===== config.mk =====
export PLATFORM = sky130hd
export DESIGN_NAME = heichips25_uart_rx
export DESIGN_NICKNAME = d
export VERILOG_FILES = /design/src/rtl/heichips25_pkg.sv /design/src/rtl/heichips25_sync_fifo.sv /design/src/rtl/heichips25_uart_rx.sv
export SDC_FILE = /design/constraint.sdc
export NUM_CORES = 1
export LEC_CHECK = 0
export BUFFER_PORTS_ARGS = -buffer_cell sky130_fd_sc_hd__buf_2
export CORE_MARGIN = 1.5
export CORE_UTILIZATION = 50
export CTS_BUF_LIST = sky130_fd_sc_hd__clkbuf_16
export CTS_CLUSTER_SIZE = 20
export DETAILED_ROUTE_END_ITERATION = 16
export PLACE_DENSITY = 0.79
export SLEW_MARGIN = 20
export SYNTH_ARGS = -nofsm -noshare
export SYNTH_HDL_FRONTEND = slang
export SYNTH_SLANG_ARGS = --single-unit

===== constraint.sdc =====
create_clock -name clk -period 3.11 [get_ports clk]
set_clock_uncertainty 0.2 [all_clocks]
set_input_delay 0.4665 -clock clk [delete_from_list [all_inputs] [get_ports clk]]
set_output_delay 0.4665 -clock clk [all_outputs]
set_load 0.01 [all_outputs]

===== src/rtl/heichips25_pkg.sv =====
// Purpose: shared types and widths for the heichips25 UART receive front-end.
// Latency: n/a (declarations only).
// Backpressure: n/a.
package heichips25_pkg;

   localparam int UART_DATA_W = 8;

   typedef enum logic [2:0] {
      IDLE  = 3'd0,
      START = 3'd1,
      DATA  = 3'd2,
      STOP  = 3'd3,
      BREAK = 3'd4
   } uart_state_e;

endpackage


===== src/rtl/heichips25_sync_fifo.sv =====
// Purpose: small synchronous FIFO with a flop-based head output.
// Latency: a pushed entry is visible at head/!empty the cycle after the push edge.
// Backpressure: push is refused when full unless a pop happens in the same cycle.
// Ports: clk, rst_n (sync, active low); push/push_data write side; pop read side;
//        full, empty, count status; head = oldest entry (0 after reset).
module heichips25_sync_fifo #(
   parameter int WIDTH = 8,
   parameter int DEPTH = 4
) (
   input  logic                       clk,
   input  logic                       rst_n,
   input  logic                       push,
   input  logic [WIDTH-1:0]           push_data,
   input  logic                       pop,
   output logic                       full,
   output logic                       empty,
   output logic [$clog2(DEPTH):0]     count,
   output logic [WIDTH-1:0]           head
);

   localparam int AW = $clog2(DEPTH);

   logic [WIDTH-1:0] mem [DEPTH];
   logic [AW-1:0]    wr_ptr;
   logic [AW-1:0]    rd_ptr;
   logic [AW:0]      count_q;
   logic             do_push;
   logic             do_pop;

   assign full    = (count_q == (AW+1)'(DEPTH));
   assign empty   = (count_q == '0);
   assign count   = count_q;
   assign head    = mem[rd_ptr];

   // A pop frees the slot the push lands in, so full+push+pop is legal.
   assign do_pop  = pop & ~empty;
   assign do_push = push & (~full | do_pop);

   always_ff @(posedge clk) begin
      if (!rst_n) begin
         wr_ptr  <= '0;
         rd_ptr  <= '0;
         count_q <= '0;
         for (int i = 0; i < DEPTH; i++) begin
            mem[i] <= '0;
         end
      end else begin
         if (do_push) begin
            mem[wr_ptr] <= push_data;
            wr_ptr      <= wr_ptr + AW'(1);
         end
         if (do_pop) begin
            rd_ptr <= rd_ptr + AW'(1);
         end
         case ({do_push, do_pop})
            2'b10:   count_q <= count_q + (AW+1)'(1);
            2'b01:   count_q <= count_q - (AW+1)'(1);
            default: count_q <= count_q;
         endcase
      end
   end

endmodule


===== src/rtl/heichips25_uart_rx.sv =====
// Purpose: 8N1 UART receiver with 2-FF input sync, mid-bit sampling and a receive FIFO.
// Latency: m_valid_o rises the cycle after the stop-bit sample edge (~2 sync + 9.5 bit times).
// Backpressure: m_ready_i pops the FIFO; a byte arriving while full (no pop) is dropped, overrun_o set.
// Ports: clk, rst_n (sync, active low); rx_i serial in (idle high);
//        m_data_o/m_valid_o/m_ready_i byte stream out; frame_err_o pulse; overrun_o sticky,
//        cleared by err_clr_i; busy_o while a frame is in progress.
module heichips25_uart_rx
   import heichips25_pkg::*;
#(
   parameter int BAUD_DIV   = 16,
   parameter int FIFO_DEPTH = 4
) (
   input  logic                   clk,
   input  logic                   rst_n,
   input  logic                   rx_i,
   output logic [UART_DATA_W-1:0] m_data_o,
   output logic                   m_valid_o,
   input  logic                   m_ready_i,
   output logic                   frame_err_o,
   output logic                   overrun_o,
   input  logic                   err_clr_i,
   output logic                   busy_o
);

   localparam int CNT_W = $clog2(BAUD_DIV);
   localparam int IDX_W = $clog2(UART_DATA_W);
   localparam logic [CNT_W-1:0] CNT_FULL = CNT_W'(BAUD_DIV - 1);
   localparam logic [CNT_W-1:0] CNT_HALF = CNT_W'(BAUD_DIV / 2 - 1);
   localparam logic [IDX_W-1:0] IDX_LAST = IDX_W'(UART_DATA_W - 1);

   uart_state_e            state_q, state_d;
   logic [CNT_W-1:0]       cnt_q, cnt_d;
   logic [IDX_W-1:0]       bit_idx_q, bit_idx_d;
   logic [UART_DATA_W-1:0] shift_q, shift_d;
   logic                   rx_meta, rx_s, rx_prev;
   logic                   push, pop, frame_err_d, frame_err_q, overrun_q;
   logic                   fifo_full, fifo_empty;
   logic [$clog2(FIFO_DEPTH):0] fifo_count_unused;

   // Synchroniser plus edge-detect history; all reset to the idle (high) level
   // so a reset never manufactures a start edge.
   always_ff @(posedge clk) begin
      if (!rst_n) begin
         rx_meta <= 1'b1;
         rx_s    <= 1'b1;
         rx_prev <= 1'b1;
      end else begin
         rx_meta <= rx_i;
         rx_s    <= rx_meta;
         rx_prev <= rx_s;
      end
   end

   always_ff @(posedge clk) begin
      if (!rst_n) begin
         state_q     <= IDLE;
         cnt_q       <= CNT_FULL;
         bit_idx_q   <= '0;
         shift_q     <= '0;
         frame_err_q <= 1'b0;
      end else begin
         state_q     <= state_d;
         cnt_q       <= cnt_d;
         bit_idx_q   <= bit_idx_d;
         shift_q     <= shift_d;
         frame_err_q <= frame_err_d;
      end
   end

   always_comb begin
      state_d     = state_q;
      cnt_d       = (cnt_q == '0) ? cnt_q : cnt_q - CNT_W'(1);
      bit_idx_d   = bit_idx_q;
      shift_d     = shift_q;
      push        = 1'b0;
      frame_err_d = 1'b0;
      case (state_q)
         IDLE: begin
            // Half-bit load lands every later sample at mid-bit.
            if (rx_prev && !rx_s) begin
               state_d = START;
               cnt_d   = CNT_HALF;
            end
         end
         START: begin
            if (cnt_q == '0) begin
               if (!rx_s) begin
                  state_d   = DATA;
                  cnt_d     = CNT_FULL;
                  bit_idx_d = '0;
               end else begin
                  state_d = IDLE;
               end
            end
         end
         DATA: begin
            if (cnt_q == '0) begin
               shift_d   = {rx_s, shift_q[UART_DATA_W-1:1]};
               cnt_d     = CNT_FULL;
               bit_idx_d = bit_idx_q + IDX_W'(1);
               if (bit_idx_q == IDX_LAST) begin
                  state_d = STOP;
               end
            end
         end
         STOP: begin
            if (cnt_q == '0) begin
               if (rx_s) begin
                  push    = 1'b1;
                  state_d = IDLE;
               end else begin
                  frame_err_d = 1'b1;
                  state_d     = BREAK;
               end
            end
         end
         BREAK: begin
            // Only a return to idle re-arms start detection.
            if (rx_s) begin
               state_d = IDLE;
            end
         end
         default: state_d = IDLE;
      endcase
   end

   assign pop = m_valid_o & m_ready_i;

   // Set wins over clear so a drop in the clearing cycle is never lost.
   always_ff @(posedge clk) begin
      if (!rst_n) begin
         overrun_q <= 1'b0;
      end else if (push && fifo_full && !pop) begin
         overrun_q <= 1'b1;
      end else if (err_clr_i) begin
         overrun_q <= 1'b0;
      end
   end

   heichips25_sync_fifo #(
      .WIDTH (UART_DATA_W),
      .DEPTH (FIFO_DEPTH)
   ) u_fifo (
      .clk       (clk),
      .rst_n     (rst_n),
      .push      (push),
      .push_data (shift_q),
      .pop       (pop),
      .full      (fifo_full),
      .empty     (fifo_empty),
      .count     (fifo_count_unused),
      .head      (m_data_o)
   );

   assign m_valid_o   = ~fifo_empty;
   assign frame_err_o = frame_err_q;
   assign overrun_o   = overrun_q;
   assign busy_o      = (state_q != IDLE);

endmodule


==> reports/metrics.cfg <==
[clocking]
path_clk_slew_ns = 0.05
post_cts.repair.setup_buffers = 0
cts_hold_buffers = 0
cts.sinks = 64
cts.htree.levels = 3
clk_latency_ns = 0.32
numCtsBuffers = 9
clock_path_buffers = 2
cts_tree = yes
cts-root-buf = clkbuf_16
ctsResizeCount = 0

[logic_synthesis]
synth_area_leaders = edfxtp_1 33%, dfxtp_1 22%, and2_1 7.1%, mux4_2 6.2%, nand2_1 4.4%
yosysUniqueCellTypes = 50
netlist.area_leader.share_pct = 33.2
syn_nets = 269
synth-main-ff-cell = edfxtp_1
async_flop_share_pct = 0
synth_cells = 259
synth.avg_cell_area_sq_um = 11.2
synth-edff-count = 32
synth_top_area_cell = edfxtp_1
ys_ff_latch = 64
seq_area_frac_synth_pct = 55.3
yosysWarnings = 0
synth_area_sq_um = 2890

[setup_path]
cp-start-kind = register
cp.arrival_ns = 2.91
critPathKind = reg2reg
r2r_end = u_fifo.count[2]$_SDFFE_PN0P_
reg2reg_slack_ns = 0.20
reg2reg_depth = 9
end_kind = register
critPathRequiredTime_ns = 3.12
critPathMaxFanout = 14
rr_startpoint = cnt_q[0]$_SDFF_PN1_

[sta]
min_period_ns = 2.91
holdWs_ns = 0.126
fmaxAchievable_mhz = 344
slew_viol_final = 0
setup-tns-final_ns = 0
maxSlewHeadroom_pct = 60.2
rsz0062_at_grt = false
setup_viol = 0
worst_pin_slew_ns = 0.596
period_share_pct = 93.5
final-hold-violation-count = 0

[power]
max-vdd-ir-drop_mv = 0.407
intPower_w = 0.00166
leakage_nw = 1.29
p_switching_w = 0.000441
clockPowerShare_pct = 50.5
p_seq_share_pct = 44.6
powerDensity_nw_per_um2 = 623
total_power_w = 0.00210
power_frac_comb_pct = 4.9
p_sw_share_pct = 21.0

[final_layout]
nets = 290
antenna_cells = 0
fin_util_pct = 60.9
layout-drive-gt1-share_pct = 18.6
area_growth_pct = 16.6

[floorplanning]
die_y_um = 79.1
rows = 27
dieArea_sq_um = 6250
initial_core_util_pct = 52.2
core_area_sq_um = 5540
ios = 17
die_w_um = 79.1

[drt]
drtIter0Drc = 110
drt_first_pass_iters = 4
finalWirelength_mm = 5.60
drc = 0
drtAntennaViolNets = 0
vias = 1989
wl_per_cell_um = 15.7
viasPerCell = 5.57

[min_path]
hold_depth = 2
hold_class = in2reg
holdPathEnd = rx_meta$_SDFF_PN1_
min_from = rx_i

[global_route]
grt_overflow_total = 0
grt_pass1_wl_mm = 9.45
grt_pass1_vias = 1978
grt_use_total_pct = 20.3
antenna_found_initial = 0
grt_start_max_net_pins = 19

[placement]
port_buffers = 16
gp_congestion = 0.855
dp_hpwl_mm = 3.72

[run]
maxCapViolCount = 0

[run_status]
status = completed

flip-flops by register name, summed over array words and instances, names as in the netlist, named ones only:
register and cells:
u_fifo.count 3, u_fifo.rd_ptr 2, overrun_o 1, frame_err_o 1, cnt_q 4, u_fifo.wr_ptr 2
rx_prev 1, u_fifo.mem 32, rx_meta 1, state_q 3, bit_idx_q 3, shift_q 8
rx_s 1
metal layers:
| layer | vias to the layer above | part of all wire [%] | GRT usage [%] |
|---|---|---|---|
| met5 | - | 0 | 0 |
| met4 | 0 | 1.9 | 8.07 |
| met3 | 12 | 4.6 | 6.21 |
| met2 | 47 | 51 | 34.1 |
| li1 | 966 | - | - |
| met1 | 964 | 43 | 24.2 |
critical path: stages (launching register included):
cell     delay, ns
dfxtp_1       0.37
inv_1         0.08
ha_1          0.25
nor3b_4       0.20
inv_2         0.21
o21ai_0       0.18
fa_1          0.45
or4_1         0.56
a32oi_1       0.21
a21oi_1       0.09
cell type report:
type	instances	area, sq um
Sequential cell	64	1600
Clock inverter	7	95.1
Fill cell	449	2170
Clock buffer	9	225
Timing Repair Buffer	23	133
Inverter	10	37.5
Tap cell	72	90.1
Multi-Input combinational cell	172	1190
placed cells by master, fill, tap and decap left out, types with 2 or more instances in the layout:
cell type / instances
nand2_1: 34
and2_1: 33
dfxtp_1: 32
edfxtp_1: 32
buf_2: 16
a21oi_1: 15
o21ai_0: 11
nor2_1: 11
clkbuf_16: 9
inv_1: 8
mux4_2: 8
buf_4: 7
nand2b_1: 6
and3_1: 4
nand3_1: 4
ha_1: 4
or3_1: 3
nand4_1: 3
mux2i_1: 3
nor3_1: 3
clkinvlp_4: 3
clkinv_1: 2
xnor2_1: 2
xor2_1: 2
o31ai_1: 2
a21o_1: 2
bufinv_16: 2
worst max-delay path by stage:
stage,start,endpoint,slack [ns],cells after the start
2_1_floorplan,cnt_q[0]$_SDFF_PN1_,u_fifo.mem[3][0]$_DFFE_PP_,0.35,8
3_3_place_gp,cnt_q[0]$_SDFF_PN1_,u_fifo.count[2]$_SDFFE_PN0P_,0.32,9
3_5_place_dp,cnt_q[0]$_SDFF_PN1_,u_fifo.count[2]$_SDFFE_PN0P_,0.23,9
4_1_cts,cnt_q[0]$_SDFF_PN1_,u_fifo.count[2]$_SDFFE_PN0P_,0.21,9
5_1_grt,cnt_q[0]$_SDFF_PN1_,u_fifo.count[2]$_SDFFE_PN0P_,0.04,9
6_report,cnt_q[0]$_SDFF_PN1_,u_fifo.count[2]$_SDFFE_PN0P_,0.20,9
logic make-up after synthesis:
| group | share of synthesized area (%) |
|---|---|
| XOR/XNOR | 1.21 |
| AND/OR/NAND/NOR | 21.4 |
| flip-flops | 55.3 |
| AO/OA/AOI/OAI | 8.82 |
| multiplexers | 7.26 |
| buffers and inverters | 3.50 |
| adder cells (fa/ha/maj) | 2.42 |
per-stage QoR:
stage / setup slack, ns / cell area, sq um / instances
finish: 0.204 / 3370 / 357
global route: 0.0446 / 3370 / 357
CTS: 0.214 / 3370 / 357
detailed placement: 0.231 / 3050 / 341
global placement: 0.322 / 3050 / 341
floorplan: 0.346 / 2890 / 259
power by group through the flow:
stage	registers (W)	clock network, W	logic [W]
final	0.000937	0.00106	0.000103
after global routing	0.000940	0.00112	0.000116
after CTS	0.000937	0.00108	0.000103
after detailed placement	0.000954	0	0.000102
after global placement	0.000951	0	0.0000996
after floorplan	0.000941	0	0.0000790
synth_stat cells, types with 2 or more instances:
master and number:
nand2_1 34, and2_1 33, dfxtp_1 32, edfxtp_1 32, a21oi_1 15, nor2_1 11, o21ai_0 11, inv_1 8
mux4_2 8, clkbuf_1 7, nand2b_1 6, and3_1 4, ha_1 4, nand3_1 4, buf_2 3, mux2i_1 3
nand4_1 3, nor3_1 3, or3_1 3, a21o_1 2, o31ai_1 2, xnor2_1 2, xor2_1 2
No activity file was read; power rests on OpenSTA's default activity.
